## src/rtl/rf_ctrl_pkg.sv

```systemverilog
// Shared defaults and types for the register-file write-back scheduler.
// The optional read bypass is selected with the RF_BYPASS_EN macro in rf_wb_scheduler.
package rf_ctrl_pkg;
  localparam int unsigned ADW  = 5;
  localparam int unsigned DPW  = 32;
  localparam int unsigned NREQ = 3;

  typedef logic [ADW-1:0] addr_t;
  typedef logic [DPW-1:0] data_t;

  typedef struct packed {
    addr_t addr;
    data_t data;
  } wb_req_t;

  // Round-robin successor of grant g among n requesters.
  function automatic int unsigned rr_next(int unsigned g, int unsigned n);
    return (g + 1 >= n) ? 0 : g + 1;
  endfunction
endpackage

```

## src/rtl/rf_wb_scheduler_rr_arbiter.sv

```systemverilog
// Combinational round-robin arbiter: searches req from ptr upward, wrapping at N-1.
// Produces a one-hot grant and its index; the pointer register lives in the caller.
module rr_arbiter #(
  parameter int unsigned N  = 3,
  parameter int unsigned PW = (N > 1) ? $clog2(N) : 1
) (
  input  logic [N-1:0]  req,
  input  logic [PW-1:0] ptr,
  input  logic          en,
  output logic [N-1:0]  gnt,
  output logic [PW-1:0] gnt_idx
);
  logic [PW:0] pos;
  logic        found;

  always_comb begin
    gnt     = '0;
    gnt_idx = '0;
    found   = 1'b0;
    pos     = '0;
    for (int unsigned k = 0; k < N; k++) begin
      // One extra bit so ptr+k can exceed N-1 before the wrap is subtracted.
      pos = {1'b0, ptr} + (PW+1)'(k);
      if (pos >= (PW+1)'(N)) pos = pos - (PW+1)'(N);
      if (en && !found && req[pos[PW-1:0]]) begin
        found                = 1'b1;
        gnt[pos[PW-1:0]]     = 1'b1;
        gnt_idx              = pos[PW-1:0];
      end
    end
  end
endmodule

```

## src/rtl/rf_wb_scheduler.sv

```systemverilog
// Arbitrates writeback sources onto reg_file write port 3 and tracks pending writes.
// Define RF_BYPASS_EN to forward the in-flight write (wd_3) onto the read ports.
module rf_wb_scheduler #(
  parameter int unsigned ADW  = rf_ctrl_pkg::ADW,
  parameter int unsigned DPW  = rf_ctrl_pkg::DPW,
  parameter int unsigned NREQ = rf_ctrl_pkg::NREQ
) (
  input  logic                clk,
  input  logic                arst_n,
  input  logic [NREQ-1:0]     req_valid_i,
  output logic [NREQ-1:0]     req_ready_o,
  input  logic [NREQ*ADW-1:0] req_addr_i,
  input  logic [NREQ*DPW-1:0] req_data_i,
  input  logic                stall_i,
  input  logic                rsv_valid_i,
  input  logic [ADW-1:0]      rsv_addr_i,
  input  logic                flush_i,
  input  logic [ADW-1:0]      rd_addr_1,
  input  logic [ADW-1:0]      rd_addr_2,
  input  logic [DPW-1:0]      rf_rd_1,
  input  logic [DPW-1:0]      rf_rd_2,
  output logic [DPW-1:0]      rd_1_o,
  output logic [DPW-1:0]      rd_2_o,
  output logic                haz_1_o,
  output logic                haz_2_o,
  output logic [ADW-1:0]      addr_3,
  output logic                we_3,
  output logic [DPW-1:0]      wd_3
);
  import rf_ctrl_pkg::rr_next;

  localparam int unsigned PW   = (NREQ > 1) ? $clog2(NREQ) : 1;
  localparam int unsigned NREG = 2 ** ADW;

  logic [PW-1:0]   rr_ptr;
  logic [NREQ-1:0] gnt;
  logic [PW-1:0]   gnt_idx;
  logic            arb_en;
  logic            fire;
  logic [ADW-1:0]  sel_addr;
  logic [DPW-1:0]  sel_data;
  logic [NREG-1:0] busy;

  // Grants are suppressed during reset so ready is low while arst_n is asserted.
  assign arb_en = arst_n && !stall_i && !flush_i;

  rr_arbiter #(.N(NREQ), .PW(PW)) u_arb (
    .req    (req_valid_i),
    .ptr    (rr_ptr),
    .en     (arb_en),
    .gnt    (gnt),
    .gnt_idx(gnt_idx)
  );

  assign req_ready_o = gnt;
  assign fire        = |gnt;

  always_comb begin
    sel_addr = '0;
    sel_data = '0;
    for (int unsigned i = 0; i < NREQ; i++) begin
      if (gnt[i]) begin
        sel_addr = req_addr_i[i*ADW +: ADW];
        sel_data = req_data_i[i*DPW +: DPW];
      end
    end
  end

  always_ff @(posedge clk or negedge arst_n) begin
    if (!arst_n) begin
      rr_ptr <= '0;
      addr_3 <= '0;
      we_3   <= 1'b0;
      wd_3   <= '0;
    end else begin
      we_3 <= fire && (sel_addr != '0);
      if (fire) begin
        addr_3 <= sel_addr;
        wd_3   <= sel_data;
        rr_ptr <= PW'(rr_next(32'(gnt_idx), NREQ));
      end
    end
  end

  // Set is written after clear so a same-address reservation overrides the commit.
  always_ff @(posedge clk or negedge arst_n) begin
    if (!arst_n) begin
      busy <= '0;
    end else if (flush_i) begin
      busy <= '0;
    end else begin
      if (we_3) busy[addr_3] <= 1'b0;
      if (rsv_valid_i && rsv_addr_i != '0) busy[rsv_addr_i] <= 1'b1;
    end
  end

`ifdef RF_BYPASS_EN
  logic fwd_1, fwd_2;
  assign fwd_1   = we_3 && (addr_3 == rd_addr_1) && (rd_addr_1 != '0);
  assign fwd_2   = we_3 && (addr_3 == rd_addr_2) && (rd_addr_2 != '0);
  assign rd_1_o  = fwd_1 ? wd_3 : rf_rd_1;
  assign rd_2_o  = fwd_2 ? wd_3 : rf_rd_2;
  assign haz_1_o = busy[rd_addr_1] && !fwd_1;
  assign haz_2_o = busy[rd_addr_2] && !fwd_2;
`else
  assign rd_1_o  = rf_rd_1;
  assign rd_2_o  = rf_rd_2;
  assign haz_1_o = busy[rd_addr_1];
  assign haz_2_o = busy[rd_addr_2];
`endif
endmodule

```

## config.mk

```make
export PLATFORM = sky130hd
export DESIGN_NAME = rf_wb_scheduler
export DESIGN_NICKNAME = d
export VERILOG_FILES = /design/src/rtl/rf_ctrl_pkg.sv /design/src/rtl/rf_wb_scheduler_rr_arbiter.sv /design/src/rtl/rf_wb_scheduler.sv
export SDC_FILE = /design/constraint.sdc
export NUM_CORES = 1
export LEC_CHECK = 0
export ABC_AREA = 0
export ABC_CLOCK_PERIOD_IN_PS = 4800
export BUFFER_PORTS_ARGS = -buffer_cell sky130_fd_sc_hd__buf_2
export CORE_AREA = 5 5 118 120
export CTS_CLUSTER_DIAMETER = 40
export DETAILED_ROUTE_END_ITERATION = 10
export DIE_AREA = 0 0 123 125
export PLACE_DENSITY = 0.74
export SLEW_MARGIN = 30
export SYNTH_ARGS = -nofsm -noshare
export SYNTH_HDL_FRONTEND = slang
export SYNTH_SLANG_ARGS = --single-unit
export TNS_END_PERCENT = 100
```

## constraint.sdc

```tcl
create_clock -name clk -period 4.8 [get_ports clk]
set_input_delay 0.96 -clock clk [delete_from_list [all_inputs] [get_ports clk]]
set_output_delay 0.96 -clock clk [all_outputs]
set_load 0.1 [all_outputs]
```

==> impl_results.md <==
* Starting DRT DRC Count at about 300
* Routed len/inst at between 15 and 20 um
* Number of iterations in the first detailed-routing pass at 4
* P_leak at approximately 2.9 nW
* Die ar. at ~0.015 mm2
* Outcome: finished clean
* Cts hold-fix bufs at 0
* FMAX at ~270 MHz
* Synth Area in XOR/XNOR at 0%
* Max Cap Viol at 0
* Io pins at 305
* Maximum vdd ir drop at approximately 840 uV
* RSZ-0062 raised after global routing: no
* CTS H-tree lvls at 3
* Fin cells at 796
* Critical-path top delay cell: mux4_2
* Global Route Usage Sum at 18.9%
* CP max FO at 8
* Clock power share at 16.9%
* Met2 routed WL at ~7000 um
* #FFs+latches synth at 72
* Vias/cell at between 5 and 6
* Number of remaining DRC errors at 0
* CP Capture Type: primary output
* Fin worst setup slack at 1.06 ns
* Clk root buf: clkbuf_16
* Die height at roughly 130 um
* DP HPWL at around 11,000 um
* CTS resizes at 0
* Synth Net Count at 720
* Synth Warn # at 0
* PortBufs at 176
* Initial Utilization at between 30% and 40%
* P_sw at roughly 2 mW
* Fin crit period at about 3.7 ns
* Pwr/cell area at between 600 and 700 mW/mm2
* Num rows at 42
* Switch share at 55.6%
* Synth Instances at between 500 and 600
* Pre-CTS WS at around 1 ns
* Setup Viol. Count Final at 0
* Post-CTS Setup Repair Bufs at 0
* Fill count at 1,302
* Final wirelength at about 15,000 um
* Clock buffer depth at 2
* Vias in the first global route at ~4,300
* Largest family of logic cells by synthesized area: multiplexers
* Cts bufs inserted at 9
* Worst path cell trace: buf_2 -> mux4_2 -> mux4_2 -> mux2_2 -> buf_2
* Yosys cell types at 45
* Sequential share of power at between 20% and 30%
* Layout Nets at 817
* Max incr delay on CP at 0.54 ns
* Critical path class: in2out
* Post-Syn Area at roughly 0.0050 mm2
* Critical Path RT at roughly 3.8 ns
* DR WL met3 at 1460 um
* Reg clk slew, reported paths at 0.06 ns
* Placed insts at 780
* Layout cell share with drive strength beyond 1 at between 40% and 50%
* Vias post-DR at 4,243
* Simple-Gate Fraction of Synth Area at 12.3%
* Synth-to-layout area growth at 16.6%
* Post-synthesis sequential area ratio at about 36%
* CTS tree: built
* Hold WC Path Type: reg2reg
* Setup TNS at 0 ns
* Adder-Cell Fraction of Synth Area at less than 1%
* Post-Syn Area per Cell at between 9 and 10 um2
* CP Buf/Inv Count at 2
* Metal-1 WL at between 5000 and 6000 um
* Worst Skew at roughly 0.0073 ns
* Antenna violations before repair at 1
* Die width at 123 um
* Total gr overflow at 0
* Largest net degree at the start of global routing at 67
* CP arrival at ~2.8 ns
* Uppermost routed layer: met5
* Top Family by Delay on Critical Path: multiplexers
* Combinational share of power at about 58%
* Core Region at 0.0129 mm2
* Worst-Skew Late Latency at roughly 0.34 ns
* Clock Sinks at 72
* First-pass GRT wire length at between 20,000 and 25,000 um
* Internal power at approximately 1.6 mW
* Slew Viols, Final at 0
* Detail Route Antenna Nets at 0
* Post-synthesis mux area share at about a quarter
* Fraction of the mapped netlist area in compound gates at between 10% and 20%
* Worst slew pin tran at between 0.6 and 0.7 ns
* Final Cycle Share at a little under 80%
* Final GP Congestion at approximately 0.87
* Max_slew headroom at 56.1%
* Ant diodes at 0
* Final count of hold timing violations at 0
* Worst Setup Start Kind: input pin
==> kinds of logic (layout without fill, tap and decap cells) <==
logic type	after synthesis	in the layout
AOI/OAI and AO/OA	125	125
and+or+nand+nor	125	125
buffers and inverters	103	205
muxes	89	89
DFF	72	72
adders and majority gates	4	4
==> worst paths after layout <==
check,from,end,slack [ns],cells after the start
setup / recovery,rd_addr_2[0],haz_2_o,1.06,5
hold / removal,rr_ptr[0],rr_ptr[0],0.57,2
setup reg to reg,rr_ptr[0],we_3,1.52,10
hold reg to reg,rr_ptr[0],rr_ptr[0],0.57,2
max in group asynchronous,arst_n,busy[23],3.31,2
min in group asynchronous,arst_n,busy[0],0.58,1
==> Yosys cell counts, drive strengths merged <==
master | number | area, um2
and3b | 2 | 17.5
nand4b | 1 | 8.76
nor3b | 7 | 52.6
a22o | 2 | 17.5
mux4 | 20 | 450
or3 | 3 | 18.8
nand3 | 4 | 20.0
nand2 | 72 | 270
a22oi | 1 | 7.51
a211o | 1 | 8.76
nand2b | 3 | 18.8
nor2b | 1 | 6.26
o221ai | 1 | 26.3
o21ai | 64 | 320
nor3 | 2 | 15.0
mux2 | 35 | 394
ha | 4 | 50.1
nand3b | 9 | 67.6
buf | 73 | 533
dfrtp | 72 | 1800
a21oi | 38 | 190
or3b | 4 | 35.0
a21o | 4 | 30.0
o41ai | 1 | 8.76
o31ai | 2 | 15.0
a32o | 2 | 20.0
o211ai | 2 | 15.0
o21a | 1 | 7.51
o311ai | 2 | 17.5
a31oi | 3 | 18.8
mux2i | 34 | 340
clkbuf | 22 | 82.6
and3 | 3 | 18.8
and4bb | 1 | 12.5
inv | 8 | 30.0
or4b | 1 | 10.0
o21bai | 1 | 7.51
nor2 | 12 | 45.0
==> stage by stage <==
stage / hold WS (ns) / total power [mW] / area (um2) / utilization [%]
floorplan: 0.505 / 2.87 / 5010 / -
global placement: 0.537 / 3.02 / 5570 / 43.3
detailed placement: 0.563 / 3.04 / 5570 / 43.3
CTS: 0.570 / 3.66 / 5840 / 45.3
global route: 0.598 / 3.80 / 5840 / 45.4
finish: 0.567 / 3.64 / 5840 / 45.4
==> layer usage <==
metal	global-route usage (%)	up-vias
li1	-	1983
met5	0	-
met1	23.2	2006
met2	29.4	209
met3	6.68	43
met4	8.99	2
==> layout make-up <==
cell class                      count  area (um2)  share of cell area [%]
Timing Repair Buffer              181         951                    16.3
Clock buffer                       12         246                    4.22
Sequential cell                    72        1800                    30.8
Clock inverter                      4        20.0                   0.343
Multi-Input combinational cell    343        2570                    44.0
Inverter                            8        30.0                   0.514
Tap cell                          176         220                    3.77
==> flip-flops by register name, indices dropped and copies added, names as in the netlist <==
register,count
addr_3,5
busy,32
rr_ptr,2
wd_3,32
we_3,1
==> cells in the final DEF (no fill, tap or decap), drive strengths merged, types with 2 or more instances in the layout <==
cell type    n
buf        181
nand2       72
dfrtp       72
o21ai       64
a21oi       38
mux2        35
mux2i       34
mux4        20
nor2        12
clkbuf      12
nand3b       9
inv          8
nor3b        7
a21o         4
nand3        4
ha           4
clkinv       4
or3b         4
a31oi        3
and3         3
or3          3
nand2b       3
a32o         2
o31ai        2
and3b        2
o211ai       2
o311ai       2
a22o         2
nor3         2
==> power by group through the flow <==
stage          Sequential, mW  Clock [mW]  Combinational, mW
6_report                0.927       0.616               2.09
5_1_grt                 0.949       0.655               2.20
4_1_cts                 0.928       0.630               2.11
3_5_place_dp            0.937           0               2.10
3_3_place_gp            0.934           0               2.09
2_1_floorplan            2.01           0              0.853
==> tightest hold or removal path, cell delays in order, from the launching register on <==
cell     delay (ns)
dfrtp_1        0.40
nand2_1        0.06
o31ai_1        0.07
No activity file was read; power rests on OpenSTA's default activity.
